$ cat config.mk
export PLATFORM = sky130hd
export DESIGN_NAME = pixel_sample_extractor
export DESIGN_NICKNAME = d
export VERILOG_FILES = /design/src/rtl/pixel_sample_extractor.sv
export SDC_FILE = /design/constraint.sdc
export NUM_CORES = 1
export LEC_CHECK = 0
export CAP_MARGIN = 15
export CORE_AREA = 3 3 80 82
export CTS_BUF_LIST = sky130_fd_sc_hd__clkbuf_16
export DETAILED_ROUTE_END_ITERATION = 8
export DIE_AREA = 0 0 83 85
export PLACE_DENSITY = 0.67
export SYNTH_ARGS = -nofsm -noshare
export SYNTH_HDL_FRONTEND = slang
export SYNTH_SLANG_ARGS = --single-unit
$ cat constraint.sdc
create_clock -name clock -period 2 [get_ports clock]
set_input_delay 0.5 -clock clock [delete_from_list [all_inputs] [get_ports clock]]
set_output_delay 0.5 -clock clock [all_outputs]
set_load 0.05 [all_outputs]
$ cat src/rtl/pixel_sample_extractor.sv
// pixel_sample_extractor
//   Picks one pixel per video line at a fixed column, turns it into a 1-bit
//   level with hysteresis thresholds and filters that level across lines.
//   Feeds sample_data / sample_valid to a frequency_analyzer instance.
//
// Ports
//   clock          single clock
//   reset          synchronous, active-high; same effect as enable=0
//   enable         run control; low clears the block to IDLE
//   data           pixel value
//   data_valid     data carries a pixel this cycle
//   line_start     with data_valid, marks column 0 of a new line
//   sample_data    filtered pixel level
//   sample_valid   one-cycle pulse per captured line
//   pixel_value    last captured raw pixel
//   missed_pulse   one-cycle pulse when a line ends before PIXEL_INDEX
//   missed_count   saturating count of missed lines
//
// state     | meaning
// ----------+----------------------------------------------------------
// IDLE      | cleared; moves to WAIT_LINE one cycle after enable
// WAIT_LINE | discarding beats until the first line_start beat
// COUNT     | inside a line, counting columns toward PIXEL_INDEX
// DONE      | pixel of this line captured; waiting for next line_start
module pixel_sample_extractor #(
  parameter int DATA_WIDTH     = 8,
  parameter int INDEX_WIDTH    = 10,
  parameter int PIXEL_INDEX    = 63,
  parameter int THRESHOLD_HIGH = 160,
  parameter int THRESHOLD_LOW  = 96,
  parameter int FILTER_LENGTH  = 2,
  parameter int MISSED_WIDTH   = 16
) (
  input  logic                    clock,
  input  logic                    reset,
  input  logic                    enable,
  input  logic [DATA_WIDTH-1:0]   data,
  input  logic                    data_valid,
  input  logic                    line_start,
  output logic                    sample_data,
  output logic                    sample_valid,
  output logic [DATA_WIDTH-1:0]   pixel_value,
  output logic                    missed_pulse,
  output logic [MISSED_WIDTH-1:0] missed_count
);

  typedef enum logic [1:0] {IDLE, WAIT_LINE, COUNT, DONE} state_t;

  localparam logic [INDEX_WIDTH-1:0]  PIX_IDX     = INDEX_WIDTH'(PIXEL_INDEX);
  localparam logic [INDEX_WIDTH-1:0]  COLUMN_MAX  = '1;
  localparam logic [MISSED_WIDTH-1:0] MISSED_MAX  = '1;
  localparam logic [DATA_WIDTH-1:0]   TH_HIGH     = DATA_WIDTH'(THRESHOLD_HIGH);
  localparam logic [DATA_WIDTH-1:0]   TH_LOW      = DATA_WIDTH'(THRESHOLD_LOW);
  localparam logic [3:0]              FILTER_LEN  = 4'(FILTER_LENGTH);

  state_t                 state;
  logic [INDEX_WIDTH-1:0] column;
  logic [3:0]             filter_count;
  logic                   capture_pending;
  logic                   candidate;
  logic                   line_beat;
  logic                   pixel_beat;

  assign line_beat  = data_valid & line_start;
  assign pixel_beat = data_valid & ~line_start;

  // Candidate is derived from the registered capture one cycle after the
  // capture beat, so back-to-back captures always see the updated level.
  always_comb begin
    candidate = sample_data;
    if (pixel_value >= TH_HIGH)
      candidate = 1'b1;
    else if (pixel_value <= TH_LOW)
      candidate = 1'b0;
  end

  always_ff @(posedge clock) begin
    if (reset || !enable) begin
      state           <= IDLE;
      column          <= '0;
      filter_count    <= '0;
      capture_pending <= 1'b0;
      sample_data     <= 1'b0;
      sample_valid    <= 1'b0;
      pixel_value     <= '0;
      missed_pulse    <= 1'b0;
      missed_count    <= '0;
    end else begin
      sample_valid    <= capture_pending;
      missed_pulse    <= 1'b0;
      capture_pending <= 1'b0;

      if (capture_pending) begin
        if (candidate == sample_data) begin
          filter_count <= '0;
        end else if (filter_count + 4'd1 >= FILTER_LEN) begin
          sample_data  <= ~sample_data;
          filter_count <= '0;
        end else begin
          filter_count <= filter_count + 4'd1;
        end
      end

      case (state)
        IDLE: state <= WAIT_LINE;
        WAIT_LINE, COUNT, DONE: begin
          if (line_beat) begin
            // A new line while still counting means the previous line was
            // too short to reach the capture column.
            if (state == COUNT) begin
              missed_pulse <= 1'b1;
              if (missed_count != MISSED_MAX)
                missed_count <= missed_count + 1'b1;
            end
            column <= INDEX_WIDTH'(1);
            if (PIXEL_INDEX == 0) begin
              pixel_value     <= data;
              capture_pending <= 1'b1;
              state           <= DONE;
            end else begin
              state <= COUNT;
            end
          end else if (pixel_beat && state == COUNT) begin
            if (column == PIX_IDX) begin
              pixel_value     <= data;
              capture_pending <= 1'b1;
              state           <= DONE;
            end
            if (column != COLUMN_MAX)
              column <= column + 1'b1;
          end
        end
        default: state <= IDLE;
      endcase
    end
  end

endmodule

* After elaboration in Yosys (flattened, before gate mapping)
Index checks and enable logic that the tools add are counted. Widths: inputs -> output; s select.
Cells by class: $lt $le $gt $ge 3, muxes and demuxes 13, bitwise logic cells 8, add/subtract/negate cells 3, eq/ne operators 9, reduce and logical (&&, ||, !) cells 14
Operators by type and width (number):
- $mux 10 | 3
- $add 16x1->16 const B | 1
- $ne 16x16->1 const B | 1
- $add 10x1->10 const B | 1
- $eq 10x6->1 const B | 1
- $ne 10x10->1 const B | 1
- $ge 8x8->1 const B | 1
- $le 8x7->1 const B | 1
- $mux 4 | 2
- $reduce_and 4->1 | 2
- $mux 2 | 3
- $ne 3x3->1 const B | 2
- $not 1->1 | 6
- $reduce_and 3->1 | 2
- $reduce_or 3->1 | 2
- $add 4x1->4 const B | 1
- $eq 2x2->1 const B | 2
- $ge 4x2->1 const B | 1
- $mux 1 | 4
- $pmux 2 s2 | 1
- $reduce_bool 2->1 | 2
- $reduce_or 4->1 | 1
- $and 1x1->1 | 2
- $eq 2x1->1 const B | 1
- other kinds (6) | 6
Storage, ports and cells: register bits 44, logic and storage cells 59, output and inout bits 27, input port bits 13

* Logic depth before layout (Yosys ltp)
Gate-level depths: netlist of the first run.
word-level depth 6, mapped depth 7, gate-level depth less buffers 7

* Least setup slack after synthesis of the first run
Ideal clock, no wire load.
path kind reg-to-reg, start register missed_count[0], end register missed_count[2], required time 1.872 ns, path buffers 0, period minus slack after synthesis 2.036 ns, path slack -0.036 ns, library setup time 0.128 ns, stages on the path, launching flop included 7, data arrival time 1.908 ns, path through dfxtp_1 -> ha_1 -> nand4_1 -> nor4_2 -> nor3b_1 -> xnor2_1 -> nor2_1
On the way: longest elaborated chain between the ends 2, elaborated cells between the ends (all ways) 3, classes of those cells add/sub (1); eq/ne (1); reduce/logical (1)
Ends and longest elaborated chain:
- from (decl) | line 44 | output logic [MISSED_WIDTH-1:0] missed_count
- from (signal assigned) | line 113 | missed_count <= missed_count + 1'b1;
- branches (longest 2 deep; another with $add 16x1->16)
Several ways; the timed one is not identified. A chain may end at the register's enable or synchronous reset.

* Worst setup path in the final report of the first run
start register pixel_value[4], end output port pixel_value[4]
RTL lines:
- from (decl) | line 42 | output logic [DATA_WIDTH-1:0] pixel_value,
- from (signal assigned) | line 117 | pixel_value <= data;
- from (signal assigned) | line 125 | pixel_value <= data;
No word-level cell between the ends.

==> flow_summary.yaml, run 1 <==
routing:
  final_antenna_net_count: 0
  vias_per_cell: 4.88
  wirelength_um: 4200
  vias: 1695
  dr.pass1.iters: 4
  drt_first_iter_violations: 97
  wl_per_cell_um: 12.1
  drc_errors: 0
logic_synthesis:
  synth_area_mm2: 0.00198
  yosysWarnings: 0
  synth_mux_area_share_pct: 4.05
  synth_edf_count: 0
  ys_seq_area_share_pct: 44.5
  syn_inst: 217
  ys.flop_type: "dfxtp_1"
  synth-compound-area-share_pct: 10.1
  synth_fa_ha_area_share_pct: 2.53
  synthSimpleGateAreaFrac_pct: 26.8
  synth_xor_area_share_pct: 9.74
  ys_seq_elements: 44
  postSynth.asyncResetShare_pct: 0
  yosysUniqueCellTypes: 41
  syn_nets: 234
  syn_avg_cell_area_um2: 9.12
  synth_top_family_by_area: "simple AND/OR/NAND/NOR gates"
run:
  maxCapViolCount: 0
sta:
  tightestPinTransition_ps: 498
  layout_setup_ws_ps: 67.5
  fmax_ghz: 0.517
  hold_violations: 0
  skew_ps: 5.29
  whs_ps: 480
  grt_setup_unrepaired: "no"
  slew_headroom_pct: 66.7
  finalMaxSlewViolations: 0
  setup_violations: 0
  period_needed_ps: 1930
  min_period_over_period_pct: 96.6
floorplan:
  die_h_um: 85
  fp.coreArea_mm2: 0.00582
  die_area_mm2: 0.00706
  start_util_pct: 34.0
  die_w_um: 83
  ios: 40
  fp-row-count: 28
critical_path:
  start_kind: "register"
  critPathMaxStageDelay_ps: 810
  path_delay_family: "buffers and inverters"
  crit_path_cell_trace: "clkdlybuf4s50_1"
  crit_required_ps: 1500
  path_buf_inv: 1
  crit_arrival_ps: 1430
  critPathCaptureType: "output pin"
  cp_slowest_cell: "clkdlybuf4s50_1"
  worst-path-max-fanout: 3
  path_class: "reg2out"
power:
  p_total_w: 0.00184
  p_leak_nw: 1.05
  ir_worst_vdd_v: 0.000543
  power_density_mw_per_mm2: 678
cells_and_area:
  synthToLayoutAreaGrowth_pct: 36.7
  antenna_cells: 0
  n_fill_cell: 577
  final_cells: 347
  drive_gt1_share_pct: 21.3
  nets: 288
placed_design:
  gp_congestion: 0.790
  pre_cts_slack_ps: -263
  dp.cells: 339
  numPortBuffers: 39
  hpwl_um: 3010
clocking:
  clk_transition_reported_paths_ps: 60
  clk_latency_ps: 280
  clk_root_buffer_cell: "clkbuf_16"
  cts_buffers: 5
  h-tree-depth: 2
  clock_path_buffers: 2
  clock_sinks: 44
  cts_tree: "yes"
  postCtsSetupBuffers: 0
global_route:
  grt_overflow: 0
  grt_pass1_vias: 1621
  grt.total_usage_pct: 12.3
  grt_pass1_wl_um: 7310
  grt_max_degree: 33
  antenna_found_initial: 0
outcome:
  status: "finished clean"
worst_hold_path:
  hold_class: "reg2reg"
==> synth_stat cells, types with 3 or more instances <==
cell       number  share of area [%]
dfxtp_1        44                 45
nor2_1         39                7.4
nand2_1        15                2.8
xnor2_1        15                6.6
a21oi_1        11                2.8
mux2i_1         8                4.0
nand3_1         8                2.0
nand4_1         8                2.5
xor2_1          7                3.1
nor3_1          5                1.3
and3_1          4                1.3
ha_1            4                2.5
o21ai_0         4                1.0
or3_1           4                1.3
a2111oi_2       3                2.3
clkbuf_1        3               0.57
inv_1           3               0.57
nor3b_1         3                1.1
==> path summary, 6_finish.rpt <==
path / start / end / slack (ps) / depth (start not counted)
min: filter_count[1]$_SDFFE_PP0P_ / filter_count[1]$_SDFFE_PP0P_ / 480 / 2
max: pixel_value[4]$_SDFFE_PP0P_ / pixel_value[4] / 70 / 1
max reg2reg: filter_count[1]$_SDFFE_PP0P_ / filter_count[0]$_SDFFE_PP0P_ / 140 / 7
min reg2reg: filter_count[1]$_SDFFE_PP0P_ / filter_count[1]$_SDFFE_PP0P_ / 480 / 2
==> logic make-up (layout without fill, tap and decap cells) <==
logic type      after synthesis  after routing
simple gates                103            103
flops                        44             44
compound gates               27             27
xor+xnor                     22             22
buf+inv                       9             64
mux                           8              8
fa+ha+maj                     4              4
==> final cells by class <==
type / instances / area [um^2] / share of cell area (%)
clock buffers: 5 / 125 / 4.63
clock inverters: 3 / 38.8 / 1.43
inverters: 3 / 11.3 / 0.416
multi-input cells: 164 / 1080 / 40.1
flip-flops and latches: 44 / 883 / 32.7
well taps: 75 / 93.8 / 3.47
repair buffers: 53 / 469 / 17.3
==> repair_timing <==
action                                  CTS  global route
resized for setup                         0             7
endpoints found under the setup margin    0            10
hold buffers                              0             0
==> registers in the layout, summed over array words and instances (netlist names) <==
| name | flops |
|---|---|
| pixel_value | 8 |
| missed_pulse | 1 |
| missed_count | 16 |
| state | 2 |
| filter_count | 4 |
| capture_pending | 1 |
| sample_data | 1 |
| sample_valid | 1 |
| column | 10 |
==> layout by cell type, fill, tap and decap left out, types with 7 or more instances in the layout <==
cell,instances
a21oi_1,11
buf_4,35
clkdlybuf4s50_1,13
dfxtp_1,42
mux2i_1,8
nand2_1,15
nand3_1,8
nand4_1,8
nor2_1,39
xnor2_1,15
xor2_1,7
==> routing by layer <==
metal  routed length (um)  GRT usage (%)
met3                  138           3.59
met2                 1930           20.6
met5                    0              0
met4                   23           3.12
met1                 2110           15.7
==> power breakdown <==
part	switching (W)	internal, W
combinational	0.0000270	0.0000333
clock	0.000313	0.000582
sequential	0.00000216	0.000878
total	0.000342	0.00149
==> through the flow <==
| stage | setup TNS (ps) | instance area (um^2) | utilization (%) |
|---|---|---|---|
| after detailed placement | -3560 | 2500 | 43.0 |
| after floorplan | 0 | 1980 | - |
| after CTS | 0 | 2670 | 45.8 |
| after global routing | 0 | 2710 | 46.5 |
| after global placement | -3070 | 2500 | 43.0 |
| final | 0 | 2710 | 46.5 |
(Power assumes the default switching activity.)
==> inputs of run 2 (changes only) <==
--- a/config.mk
+++ b/config.mk
@@ -10,7 +10,7 @@
 export CTS_BUF_LIST = sky130_fd_sc_hd__clkbuf_16
 export DETAILED_ROUTE_END_ITERATION = 8
 export DIE_AREA = 0 0 83 85
-export PLACE_DENSITY = 0.67
+export PLACE_DENSITY_LB_ADDON = 0.12
 export SYNTH_ARGS = -nofsm -noshare
 export SYNTH_HDL_FRONTEND = slang
 export SYNTH_SLANG_ARGS = --single-unit
==> constraint.sdc (replaced) <==
create_clock -name clock -period 2.1 [get_ports clock]
set_input_delay 0.525 -clock clock [delete_from_list [all_inputs] [get_ports clock]]
set_output_delay 0.525 -clock clock [all_outputs]
set_load 0.05 [all_outputs]
==> run 2 against run 1 <==
Net effect:
- register-to-register slack better by 140 ps
- sequential share of layout area is 0.30 points lower
- clock power is 2.7% lower
- die area stayed put
- global-route usage is 0.39 points higher
- critical path type unchanged
- largest cell class unchanged
- largest power group unchanged
==> flow_summary.yaml, run 2 (synthesis results as in run 1) <==
outcome:
  status: "finished clean"
cells_and_area:
  stdcell_area_mm2: 0.00272
  largest-register: "missed_count"
  n_fill_cell: 567
  layout_common_cells: "dfxtp_1 (44), nor2_1 (39), clkdlybuf4s50_1 (31)"
  nets: 290
  antenna_cells: 0
  largestRegisters: "missed_count (16), column (10), pixel_value (8)"
  drive_gt1_share_pct: 14.6
  final_cells: 349
  synthToLayoutAreaGrowth_pct: 37.6
  final_common_cell: "dfxtp_1"
  largest_reg_flops: 16
global_route:
  grt_pass1_vias: 1634
  antenna_found_initial: 0
  grt_max_degree: 33
  grt.total_usage_pct: 12.7
  grt_overflow: 0
  grt_pass1_wl_um: 7430
critical_path:
  path_buf_inv: 1
  cp_slowest_cell: "clkdlybuf4s50_1"
  crit_arrival_ps: 1520
  r2r-end: "filter_count[0]$_SDFFE_PP0P_"
  path_delay_family: "buffers and inverters"
  path_class: "reg2out"
  crit_required_ps: 1570
  r2r-start: "filter_count[1]$_SDFFE_PP0P_"
  reg2reg_depth: 7
  critPathLaunch: "pixel_value[7]$_SDFFE_PP0P_"
  critPathCaptureType: "output pin"
  start_kind: "register"
  critPathMaxStageDelay_ps: 830
  worst-path-max-fanout: 5
  crit_path_cell_trace: "clkdlybuf4s50_1"
  r2r_slack_ps: 280
clocking:
  cts_buffers: 5
  ctsHoldBuffers: 0
  clock_sinks: 44
  clk_transition_reported_paths_ps: 60
  clock_path_buffers: 2
  cts_tree: "yes"
  h-tree-depth: 2
  postCtsSetupBuffers: 0
  clk_root_buffer_cell: "clkbuf_16"
  clk_latency_ps: 280
  cts_resized: 0
worst_hold_path:
  min_to: "filter_count[1]$_SDFFE_PP0P_"
  min-delay-start: "filter_count[1]$_SDFFE_PP0P_"
  min_path_cells: 2
  hold_class: "reg2reg"
floorplan:
  die_area_mm2: 0.00706
  ios: 40
  start_util_pct: 34.0
  die_h_um: 85
  die_w_um: 83
  fp-row-count: 28
  fp.coreArea_mm2: 0.00582
routing:
  drc_errors: 0
  final_antenna_net_count: 0
  wl_per_cell_um: 12.0
  vias: 1662
  vias_per_cell: 4.76
  dr.pass1.iters: 4
  drt_first_iter_violations: 72
  wirelength_um: 4170
sta:
  skew_ps: 6.27
  period_needed_ps: 2050
  tightestPinTransition_ps: 501
  grt_setup_unrepaired: "no"
  slew_headroom_pct: 66.5
  whs_ps: 483
  finalSetupTns_ps: 0
  fmax_ghz: 0.489
  setup_violations: 0
  hold_violations: 0
  finalMaxSlewViolations: 0
  min_period_over_period_pct: 97.4
placed_design:
  gp_congestion: 0.743
  hpwl_um: 2990
  numPortBuffers: 39
  dp.cells: 341
  placed_area_mm2: 0.00255
power:
  p_leak_nw: 0.982
  p_total_w: 0.00177
  ir_worst_vdd_v: 0.000336
  power_density_mw_per_mm2: 649
run:
  maxCapViolCount: 0
run 2: cell count changes in the layout (fill, tap and decap cells not counted), moves of 2 or more:
cell / before / now
buf_4: 35 / 22
clkdlybuf4s50_1: 13 / 31
dfxtp_1: 42 / 44
dlymetal6s2s_1: 2 / 0
dfxtp_2: 2 / 0
run 2: area by class of cell:
class                   count  area (um^2)  area share [%]
multi-input cells         164         1050            38.7
flip-flops and latches     44          881            32.4
repair buffers             55          515            18.9
clock buffers               5          125            4.60
well taps                  75         93.8            3.45
clock inverters             3         42.5            1.56
inverters                   3         11.3           0.414
run 2: through the flow:
step,utilization [%],setup slack (ps)
global route,46.8,3.03
floorplan,-,64.0
finish,46.8,53.8
detailed placement,43.9,-112
CTS,46.8,47.2
global placement,43.9,-144
run 2: where the power goes:
part	switching [W]	total [W]	internal, W
sequential	0.00000199	0.000838	0.000836
combinational	0.0000248	0.0000596	0.0000347
clock	0.000311	0.000870	0.000559
run 2: how the worst max path moves through the flow:
| stage | endpoint | slack, ps | depth (start not counted) |
|---|---|---|---|
| 6_report | pixel_value[7] | 50 | 1 |
| 5_1_grt | pixel_value[7] | 3 | 1 |
| 4_1_cts | pixel_value[7] | 50 | 1 |
| 3_5_place_dp | missed_count[7]$_SDFFE_PP0P_ | -110 | 7 |
| 3_3_place_gp | missed_count[14]$_SDFFE_PP0P_ | -140 | 7 |
| 2_1_floorplan | missed_count[2]$_SDFFE_PP0P_ | 60 | 6 |
run 2: metal layers:
layer	vias to the layer above	share of wire, %	global-route usage [%]
met4	0	0.86	4.46
met3	2	4.2	3.69
met5	-	0	0
met2	32	43	19.6
met1	753	52	17.0
li1	875	-	-
==> inputs of run 3 (changes only) <==
--- a/config.mk
+++ b/config.mk
@@ -6,11 +6,13 @@
 export NUM_CORES = 1
 export LEC_CHECK = 0
 export CAP_MARGIN = 15
-export CORE_AREA = 3 3 80 82
+export CORE_AREA = 3 3 67 69
 export CTS_BUF_LIST = sky130_fd_sc_hd__clkbuf_16
+export CTS_CLUSTER_DIAMETER = 150
 export DETAILED_ROUTE_END_ITERATION = 8
-export DIE_AREA = 0 0 83 85
+export DIE_AREA = 0 0 70 72
 export PLACE_DENSITY_LB_ADDON = 0.12
+export RECOVER_POWER = 50
 export SYNTH_ARGS = -nofsm -noshare
 export SYNTH_HDL_FRONTEND = slang
 export SYNTH_SLANG_ARGS = --single-unit
==> run 3 against run 2 <==
Net effect:
- core utilization rose by 18 points
- sequential power barely moved
- clock power fell by 2.6%
- clock skew fell by 3.3 ps
- wire length rose by 0.48%
- register-to-register slack got worse by 70 ps
- die area fell by 29%
- clock-buffer cell count did not move
- critical path depth did not move
- first-iteration DRC count fell by 33%
- largest cell class unchanged
- via count rose by 2.3%
==> flow_summary.yaml, run 3 (synthesis results as in run 1) <==
cells_and_area:
  n_fill_cell: 352
  synthToLayoutAreaGrowth_pct: 30.2
  largest-register: "missed_count"
  largest_reg_flops: 16
  nets: 286
  layout_common_cells: "dfxtp_1 (44), nor2_1 (39), clkdlybuf4s50_1 (30)"
  antenna_cells: 0
  largestRegisters: "missed_count (16), column (10), pixel_value (8)"
  drive_gt1_share_pct: 8.15
  final_cells: 320
  final_common_cell: "dfxtp_1"
critical_path:
  critPathCaptureType: "output pin"
  crit_required_ps: 1570
  crit_path_cell_trace: "clkdlybuf4s50_1"
  crit_arrival_ps: 1510
  path_class: "reg2out"
  critPathMaxStageDelay_ps: 830
  worst-path-max-fanout: 5
  cp_slowest_cell: "clkdlybuf4s50_1"
  start_kind: "register"
  path_buf_inv: 1
  reg2reg_depth: 7
  cp_num_cells: 1
  path_delay_family: "buffers and inverters"
power:
  power_density_mw_per_mm2: 673
  ir_worst_vdd_v: 0.000694
  p_leak_nw: 0.919
routing:
  vias: 1700
  drt_first_iter_violations: 48
  wl_per_cell_um: 13.1
  wirelength_um: 4190
  drc_errors: 0
  final_antenna_net_count: 0
  dr.pass1.iters: 5
  vias_per_cell: 5.31
sta:
  tightestPinTransition_ps: 624
  hold_violations: 0
  finalMaxSlewViolations: 0
  skew_ps: 2.95
  layout_setup_ws_ps: 63.1
  setup_violations: 0
  slew_headroom_pct: 58.6
  period_needed_ps: 2040
  min_period_over_period_pct: 97.0
  grt_setup_unrepaired: "no"
  fmax_ghz: 0.491
floorplan:
  ios: 40
  die_area_mm2: 0.00504
  start_util_pct: 49.8
  fp-row-count: 23
  die_w_um: 70
  die_h_um: 72
  fp.coreArea_mm2: 0.00397
clocking:
  clk_root_buffer_cell: "clkbuf_16"
  clk_transition_reported_paths_ps: 60
  cts_tree: "yes"
  clk_latency_ps: 280
  h-tree-depth: 2
  clock_path_buffers: 2
  cts_buffers: 5
  clock_sinks: 44
global_route:
  grt.total_usage_pct: 17.6
  grt_pass1_wl_um: 7210
  grt_max_degree: 22
  antenna_found_initial: 0
  grt_pass1_vias: 1554
  grt_overflow: 0
worst_hold_path:
  min_path_cells: 1
  hold_class: "reg2reg"
outcome:
  status: "finished clean"
placed_design:
  hpwl_um: 2980
  gp_congestion: 0.804
  numPortBuffers: 39
  pre_cts_slack_ps: -141
  dp.cells: 312
run:
  maxCapViolCount: 0
run 3: cell count changes in the layout (fill, tap and decap cells not counted), sizes merged:
| cell | change |
|---|---|
| buf | -18 |
| clkbuf | +13 |
| clkdlybuf4s50 | -1 |
| clkinv | -1 |
| dlygate4sd3 | +1 |
| dlymetal6s2s | +1 |
| inv | +1 |
run 3: power by group:
part / internal [W] / total [W] / switching, W / leakage (nW)
sequential: 0.000837 / 0.000839 / 0.00000198 / 0.354
clock: 0.000554 / 0.000847 / 0.000294 / 0.0850
combinational: 0.0000253 / 0.0000492 / 0.0000239 / 0.479
total: 0.00142 / 0.00174 / 0.000320 / 0.919
run 3: path summary, 6_finish.rpt:
kind                                       from                           end  slack, ps
hold / removal     filter_count[2]$_SDFFE_PP0P_  filter_count[2]$_SDFFE_PP0P_        490
setup / recovery  missed_count[14]$_SDFFE_PP0P_              missed_count[14]         60
hold reg to reg    filter_count[2]$_SDFFE_PP0P_  filter_count[2]$_SDFFE_PP0P_        490
setup reg to reg   filter_count[1]$_SDFFE_PP0P_  filter_count[0]$_SDFFE_PP0P_        210
run 3: what timing repair did:
item / CTS / global route
hold buffers: 0 / 0
resized for setup: 0 / 2
endpoints found under the hold margin: 0 / 0
setup endpoints to repair: 0 / 2
buffers inserted: 0 / 0
run 3: cell type report:
type | instances | area (um^2) | share of cell area, %
Timing Repair Buffer | 51 | 419 | 16.3
Clock buffer | 5 | 125 | 4.86
Tap cell | 50 | 62.6 | 2.43
Inverter | 3 | 11.3 | 0.437
Clock inverter | 3 | 38.8 | 1.51
Multi-Input combinational cell | 164 | 1040 | 40.3
Sequential cell | 44 | 881 | 34.2
run 3: metrics by stage:
stage	cell area (um^2)	hold slack [ps]	setup TNS (ps)	util, %	power [W]
after floorplan	1980	455	0	-	0.000877
after global placement	2500	471	-1010	62.9	0.000912
after detailed placement	2500	480	-1140	62.9	0.000911
after CTS	2660	489	0	67.0	0.00177
after global routing	2580	508	0	64.9	0.00179
final	2580	491	0	64.9	0.00174
run 3: metal layers:
metal / GRT usage (%) / wire length [um]
met3: 4.85 / 223
met2: 28.8 / 1980
met5: 0 / 0
met4: 4.47 / 42
met1: 23.1 / 1950
